--- src/rtl/seg7_result_display.sv ---
// seg7_result_display: converts a 20-bit binary result to six BCD digits with
// an iterative double-dabble and drives a multiplexed 6-digit common-anode
// seven-segment display. Values above 999999 show six dashes and raise OVF.
// Optional build macro SEG_BLANK_LEADING_EN blanks zero digits above the most
// significant non-zero digit. Digit 0 and overflow dashes are never blanked.
//
// Handshake: VAL_LD is a single-cycle strobe. It is accepted only while the
// converter is idle; it is dropped without queueing while BUSY is high or in
// the completion cycle. The display registers and OVF update together on the
// same edge where BUSY falls.
module seg7_result_display #(
    parameter int DIGIT_CYCLES = 50000,
    parameter int BLANK_CYCLES = 500
) (
    input  logic        CLK,
    input  logic        RST,
    input  logic [19:0] VAL,
    input  logic        VAL_LD,
    input  logic [5:0]  DP,
    output logic        BUSY,
    output logic        OVF,
    output logic [7:0]  LED_S,
    output logic [5:0]  LED_sel
);

    localparam int DIV_W = (DIGIT_CYCLES > 2) ? $clog2(DIGIT_CYCLES) : 1;
    localparam logic [DIV_W-1:0] DIV_LAST  = DIV_W'(DIGIT_CYCLES - 1);
    localparam logic [DIV_W-1:0] BLANK_END = DIV_W'(BLANK_CYCLES);

    typedef enum logic [1:0] {
        IDLE = 2'd0,
        CONV = 2'd1,
        DONE = 2'd2
    } state_t;

    // Converter state, kept as a named signal so checkers can bind to it.
    state_t state;
    state_t state_nxt;

    logic [19:0]      bin_q;
    logic [23:0]      bcd_q;
    logic [4:0]       iter_q;
    logic             ovf_pend_q;
    logic [23:0]      disp_q;

    logic [23:0]      bcd_adj;
    logic [23:0]      bcd_shift;
    logic [19:0]      bin_shift;

    logic [DIV_W-1:0] div_q;
    logic [2:0]       idx_q;

    logic [3:0]       cur_nib;
    logic [5:0]       cur_onehot;
    logic             cur_dp;
    logic             cur_blank;
    logic [5:0]       lead_zero;
    logic [7:0]       seg_nxt;
    logic [5:0]       sel_nxt;

    // Active-low a..g pattern for one BCD digit; illegal codes go dark.
    function automatic logic [6:0] seg_code(input logic [3:0] d);
        case (d)
            4'd0:    seg_code = 7'h40;
            4'd1:    seg_code = 7'h79;
            4'd2:    seg_code = 7'h24;
            4'd3:    seg_code = 7'h30;
            4'd4:    seg_code = 7'h19;
            4'd5:    seg_code = 7'h12;
            4'd6:    seg_code = 7'h02;
            4'd7:    seg_code = 7'h78;
            4'd8:    seg_code = 7'h00;
            4'd9:    seg_code = 7'h10;
            default: seg_code = 7'h7F;
        endcase
    endfunction

    // Converter state register.
    always_ff @(posedge CLK) begin
        if (RST) state <= IDLE;
        else     state <= state_nxt;
    end

    // Converter next-state: one extra CONV cycle after the 20th shift lines
    // the completion up with the documented BUSY timing.
    always_comb begin
        state_nxt = state;
        case (state)
            IDLE:    if (VAL_LD) state_nxt = CONV;
            CONV:    if (iter_q == 5'd20) state_nxt = DONE;
            DONE:    state_nxt = IDLE;
            default: state_nxt = IDLE;
        endcase
    end

    // One double-dabble step: add 3 to every nibble >= 5, then shift left.
    always_comb begin
        bcd_adj = bcd_q;
        for (int i = 0; i < 6; i++) begin
            if (bcd_q[i*4 +: 4] >= 4'd5) bcd_adj[i*4 +: 4] = bcd_q[i*4 +: 4] + 4'd3;
        end
        {bcd_shift, bin_shift} = {bcd_adj[22:0], bin_q, 1'b0};
    end

    // Converter datapath, display registers and status flags.
    always_ff @(posedge CLK) begin
        if (RST) begin
            bin_q      <= '0;
            bcd_q      <= '0;
            iter_q     <= '0;
            ovf_pend_q <= 1'b0;
            disp_q     <= '0;
            BUSY       <= 1'b0;
            OVF        <= 1'b0;
        end else begin
            BUSY <= (state == CONV);
            case (state)
                IDLE: begin
                    if (VAL_LD) begin
                        bin_q      <= VAL;
                        bcd_q      <= '0;
                        iter_q     <= '0;
                        ovf_pend_q <= (VAL > 20'd999999);
                    end
                end
                CONV: begin
                    if (iter_q != 5'd20) begin
                        bcd_q  <= bcd_shift;
                        bin_q  <= bin_shift;
                        iter_q <= iter_q + 5'd1;
                    end
                end
                DONE: begin
                    disp_q <= bcd_q;
                    OVF    <= ovf_pend_q;
                end
                default: ;
            endcase
        end
    end

    // Leading-zero map: a digit is blankable when it and all above are zero.
    always_comb begin
        lead_zero = '0;
`ifdef SEG_BLANK_LEADING_EN
        lead_zero[5] = (disp_q[23:20] == 4'd0);
        for (int i = 4; i >= 1; i--) begin
            lead_zero[i] = lead_zero[i+1] && (disp_q[i*4 +: 4] == 4'd0);
        end
`endif
    end

    // Select the digit under the scan index and build the next LED drive.
    always_comb begin
        cur_nib    = 4'd0;
        cur_blank  = 1'b0;
        cur_onehot = 6'b000001;
        case (idx_q)
            3'd0:    begin cur_nib = disp_q[3:0];   cur_blank = lead_zero[0]; cur_onehot = 6'b000001; end
            3'd1:    begin cur_nib = disp_q[7:4];   cur_blank = lead_zero[1]; cur_onehot = 6'b000010; end
            3'd2:    begin cur_nib = disp_q[11:8];  cur_blank = lead_zero[2]; cur_onehot = 6'b000100; end
            3'd3:    begin cur_nib = disp_q[15:12]; cur_blank = lead_zero[3]; cur_onehot = 6'b001000; end
            3'd4:    begin cur_nib = disp_q[19:16]; cur_blank = lead_zero[4]; cur_onehot = 6'b010000; end
            3'd5:    begin cur_nib = disp_q[23:20]; cur_blank = lead_zero[5]; cur_onehot = 6'b100000; end
            default: begin cur_nib = 4'd0;          cur_blank = 1'b0;         cur_onehot = 6'b000001; end
        endcase
        cur_dp = |(DP & cur_onehot);

        sel_nxt = 6'h3F;
        seg_nxt = 8'hFF;
        if (div_q >= BLANK_END) begin
            sel_nxt    = ~cur_onehot;
            seg_nxt[7] = ~cur_dp;
            if (OVF)            seg_nxt[6:0] = 7'h3F;
            else if (cur_blank) seg_nxt[6:0] = 7'h7F;
            else                seg_nxt[6:0] = seg_code(cur_nib);
        end
    end

    // Scan divider, digit index and registered LED outputs.
    always_ff @(posedge CLK) begin
        if (RST) begin
            div_q   <= '0;
            idx_q   <= '0;
            LED_sel <= 6'h3F;
            LED_S   <= 8'hFF;
        end else begin
            LED_sel <= sel_nxt;
            LED_S   <= seg_nxt;
            if (div_q == DIV_LAST) begin
                div_q <= '0;
                idx_q <= (idx_q == 3'd5) ? 3'd0 : idx_q + 3'd1;
            end else begin
                div_q <= div_q + 1'b1;
            end
        end
    end

endmodule
--- config.mk ---
export PLATFORM = sky130hd
export DESIGN_NAME = seg7_result_display
export DESIGN_NICKNAME = d
export VERILOG_FILES = /design/src/rtl/seg7_result_display.sv
export SDC_FILE = /design/constraint.sdc
export NUM_CORES = 1
export LEC_CHECK = 0
export ABC_AREA = 1
export CORE_AREA = 2 2 133 135
export CTS_CLUSTER_SIZE = 10
export DETAILED_ROUTE_END_ITERATION = 10
export DIE_AREA = 0 0 135 137
export SYNTH_ARGS = -nofsm -noshare
export SYNTH_HDL_FRONTEND = slang
export SYNTH_SLANG_ARGS = --single-unit
--- constraint.sdc ---
create_clock -name CLK -period 5.5 [get_ports CLK]
set_input_delay 1.1 -clock CLK [delete_from_list [all_inputs] [get_ports CLK]]
set_output_delay 1.1 -clock CLK [all_outputs]
set_load 0.005 [all_outputs]
### After elaboration in Yosys (flattened, before gate mapping)

Memories as Yosys holds them, arrays and structs flattened.
Cells that the tools add are included.

* add/sub/neg operators: 9
* multiply operators: 0
* divide/modulo/power cells: 0
* $lt $le $gt $ge: 8
* equal/unequal tests: 13
* shift-type cells: 0
* muxes and demuxes: 22
* bitwise operators: 4
* reductions and logical operators: 10

Operators with widths (number)
* $mux 24: 2
* $pmux 24 s2: 1
* $mux 20: 2
* $pmux 20 s2: 1
* $pmux 6 s5: 1
* $ge 4x3->1 const B: 6
* $pmux 4 s6: 1
* $add 4x2->4 const B: 5
* $gt 20x20->1 const B: 1
* $mux 4: 5
* $add 16x1->16 const B: 1
* $eq 16x16->1 const B: 1
* $ge 16x9->1 const B: 1
* $mux 5: 2
* $pmux 5 s2: 1
* $mux 7: 1
* $and 6x6->6: 1
* $eq 3x2->1 const B: 2
* $eq 3x3->1 const B: 2
* $mux 3: 2
* $not 6->6: 1
* $reduce_or 6->1: 1
* $add 5x1->5 const B: 1
* $eq 5x5->1 const B: 1
* other kinds (18): 23

* register bits: 111
* bits in latches: 0
* bits in writable memories: 0
* ROM bits: 112
* input port bits: 29
* output and inout bits: 16
* logic and storage cells: 80
* memories: 1

Memory list
* (name not given): words 16, bits a word 7, rd ports 1, clocked after Yosys merged registers in 0, wr ports 0, RTL line 63 `case (d)`

### Logic depth before layout (Yosys ltp)

* word-level depth: 5
* mapped depth: 17
* mapped depth without buffers: 16

### Worst setup path after synthesis

No wires, ideal clock.

* kind: input-to-reg
* start point: input VAL_LD
* end point: register iter_q[4]
* setup time: 0.115 ns
* data arrival time: 2.002 ns
* data required time: 5.385 ns
* slack: 3.384 ns
* stages on the path: 8
* path buffers: 0
* cell sequence: nand2_1 -> nor2_1 -> inv_1 -> nand2_1 -> nand3_1 -> nor2_1 -> xnor2_1 -> nor2_1

* cells in the longest elaborated chain, start to end: 2

Ends and longest elaborated chain
* start, declared: RTL line 18 `input logic VAL_LD,`
* $ne 2x2->1 (no line)
* $reduce_and 3->1 (no line)
* end signal, assigned: RTL line 130 `iter_q <= iter_q + 5'd1;`
* end, declared: RTL line 42 `logic [4:0] iter_q;`

No other way between the ends.
A chain may end at the register's enable or synchronous reset.

### Worst setup path in the final report

* start point: input VAL_LD
* end point: register iter_q[3]

Same word-level chain as after synthesis.

==> impl_metrics.json <==
{
  "drv_cap": 0,
  "cp_top_family": "buffers and inverters",
  "viasPerCell": 4.65,
  "post-route-drc-count": 0,
  "synthTopCellsByCount": "197 x nand2_1, 111 x dfxtp_1, 63 x a21oi_1",
  "ctsHoldBuffers": 0,
  "netlist_area_um2": 5160,
  "grt_pass1_wl_um": 18900,
  "cts-root-buf": "clkbuf_16",
  "grt_overflow": 0,
  "finalNetCount": 792,
  "grtUsageMet3_pct": 3.33,
  "layout-drive-gt1-share_pct": 5.91,
  "slew_viol_final": 0,
  "worst_ep_arrival_time_ns": 2.98,
  "final_hold_viol_count": 0,
  "startpoint_type": "primary input",
  "synth_nets": 760,
  "synth_cells": 709,
  "fin_skew_ns": 0.00786,
  "ir_worst_vdd_mv": 0.143,
  "yosysWarnings": 0,
  "io_pins": 45,
  "synth-edff-count": 0,
  "n_antenna_cell": 0,
  "antenna_found_initial": 0,
  "slowest_delay_ns": 0.45,
  "seq_area_frac_synth_pct": 43.0,
  "insertion_delay_ns": 0.35,
  "die_x_um": 135,
  "synth_largest_area_cell": "dfxtp_1",
  "setup-tns-final_ns": 0,
  "crit_path_cell_trace": "clkdlybuf4s50_1 -> nand2_1 -> nor2_1 -> buf_4 -> inv_1 -> nand2_1 -> inv_2 -> nor4_1 -> nor3_1",
  "ys_ff_latch": 111,
  "instances_no_fill": 970,
  "place.gp.congestion": 0.795,
  "path_class": "in2reg",
  "rsz0062_at_grt": "no",
  "synth_top_area_share_pct": 43.0,
  "grt-busiest-layer": "met2",
  "crit_buf_inv": 4,
  "dp.cells": 955,
  "clkSinkCount": 111,
  "grt_start_max_net_pins": 49,
  "use_met2_pct": 19.5,
  "area_growth_pct": 18.0,
  "vias": 4511,
  "die_h_um": 137,
  "leakage_nw": 2.35,
  "ys.flop_type": "dfxtp_1",
  "dieArea_um2": 18500,
  "status": "finished, final reports clean",
  "ys_types": 38,
  "routed_wl_um": 11100,
  "htree_levels": 3,
  "coreArea_um2": 17100,
  "cpMostUsedCell": "nand2_1",
  "slowest_stage": "clkdlybuf4s50_1",
  "grtUsageMet1_pct": 17.2,
  "wl_per_cell_um": 11.4,
  "grt_pass1_vias": 4036,
  "whs_path_depth": 1,
  "initialDrtViolationCount": 379,
  "p_per_area_nw_per_um2": 259,
  "worstPathMaxFanout": 43,
  "ant_nets": 0,
  "async_flop_share_pct": 0,
  "reg2regPathDepth": 15,
  "synth_area_leaders": "dfxtp_1 43%, nand2_1 14%, a21oi_1 6.1%",
  "hold_class": "reg2reg",
  "fmaxAchievable_mhz": 363,
  "crit_required_ns": 5.73,
  "synth_most_common_cell": "nand2_1",
  "worstMarginPinSlew_ns": 0.878,
  "rows": 48,
  "cts_buffers": 9,
  "endpoint_kind": "register",
  "post-route-period-util_pct": 50.0,
  "path_depth": 9,
  "slew-limit-headroom_pct": 41.4,
  "period_minus_slack_ns": 2.75,
  "cts_tree": "yes",
  "first_pass_iters": 5,
  "clock_path_buffers": 2,
  "final_util_pct": 35.7,
  "clkTransAtPathRegs_ns": 0.07,
  "ctsResizeCount": 0,
  "post_cts_buffers": 0,
  "syn-mean-instance-area_um2": 7.28,
  "setup_violations": 0,
  "grt_usage_pct": 12.6,
  "start_util_pct": 30.3,
  "dp_hpwl_um": 7610,
  "port_buffers": 44
}
==> worst paths after layout <==
kind | from | to | slack [ns]
setup reg to reg | idx_q[2] | LED_S[6] | 3.20
setup / recovery | VAL_LD | iter_q[3] | 2.75
hold / removal | div_q[0] | div_q[0] | 0.47
hold reg to reg | div_q[0] | div_q[0] | 0.47
==> cells in the final DEF, fill, tap and decap left out, drive strengths merged, types with 3 or more instances in the layout <==
master / n
buf: 4
dfxtp: 111
a21oi: 64
nand3: 23
nor2: 62
o211ai: 9
clkbuf: 12
ha: 22
clkdlybuf4s50: 43
o31ai: 3
nand2: 202
nand4: 7
nor3b: 3
nand3b: 4
xor2: 7
nor3: 14
nor4: 7
a31oi: 19
o21ai: 47
inv: 70
==> power breakdown <==
part           internal, mW  switching, mW  leakage, nW
logic                0.0354         0.0562         1.31
clock network         0.375          0.285        0.145
registers             0.819        0.00913        0.899
==> layout make-up <==
cell class	instances	area, µm²
Clock buffer	12	256
Timing Repair Buffer	47	458
Inverter	70	263
Clock inverter	3	42.5
Multi-Input combinational cell	502	2570
Tap cell	225	282
Sequential cell	111	2220
Fill cell	1854	11000
==> flip-flops by register name (all words and copies together), names as in the netlist <==
signal,count
BUSY,1
idx_q,3
bin_q,20
disp_q,24
bcd_q,24
OVF,1
LED_S,8
state,2
LED_sel,6
div_q,16
iter_q,5
ovf_pend_q,1
==> per-stage QoR <==
| stage | instance area, µm² | worst slack (ns) | power (mW) | hold slack, ns |
|---|---|---|---|---|
| global placement | 5790 | 2.40 | 0.940 | 0.442 |
| floorplan | 5160 | 3.38 | 0.902 | 0.421 |
| global route | 6090 | 2.49 | 1.64 | 0.492 |
| finish | 6090 | 2.75 | 1.58 | 0.465 |
| detailed placement | 5790 | 2.36 | 0.940 | 0.455 |
| CTS | 6090 | 2.74 | 1.60 | 0.465 |
==> kinds of logic (layout without fill, tap and decap cells) <==
group,after synthesis,in the layout,share of synthesized area [%]
AO/OA/AOI/OAI,147,147,15.7
adder cells (fa/ha/maj),22,22,5.33
buffers and inverters,96,132,7.24
flip-flops,111,111,43.0
XOR/XNOR,8,8,1.36
AND/OR/NAND/NOR,325,325,27.3
==> layer usage <==
metal  vias up  routed length [µm]  part of all wire, %
li1       2385                   -                    -
met1      2014                5710                   52
met2       103                4700                   42
met3         9                 567                  5.1
met4         0                 112                  1.0
met5         -                   0                    0
Note: power is estimated with default switching activity, not from simulation.
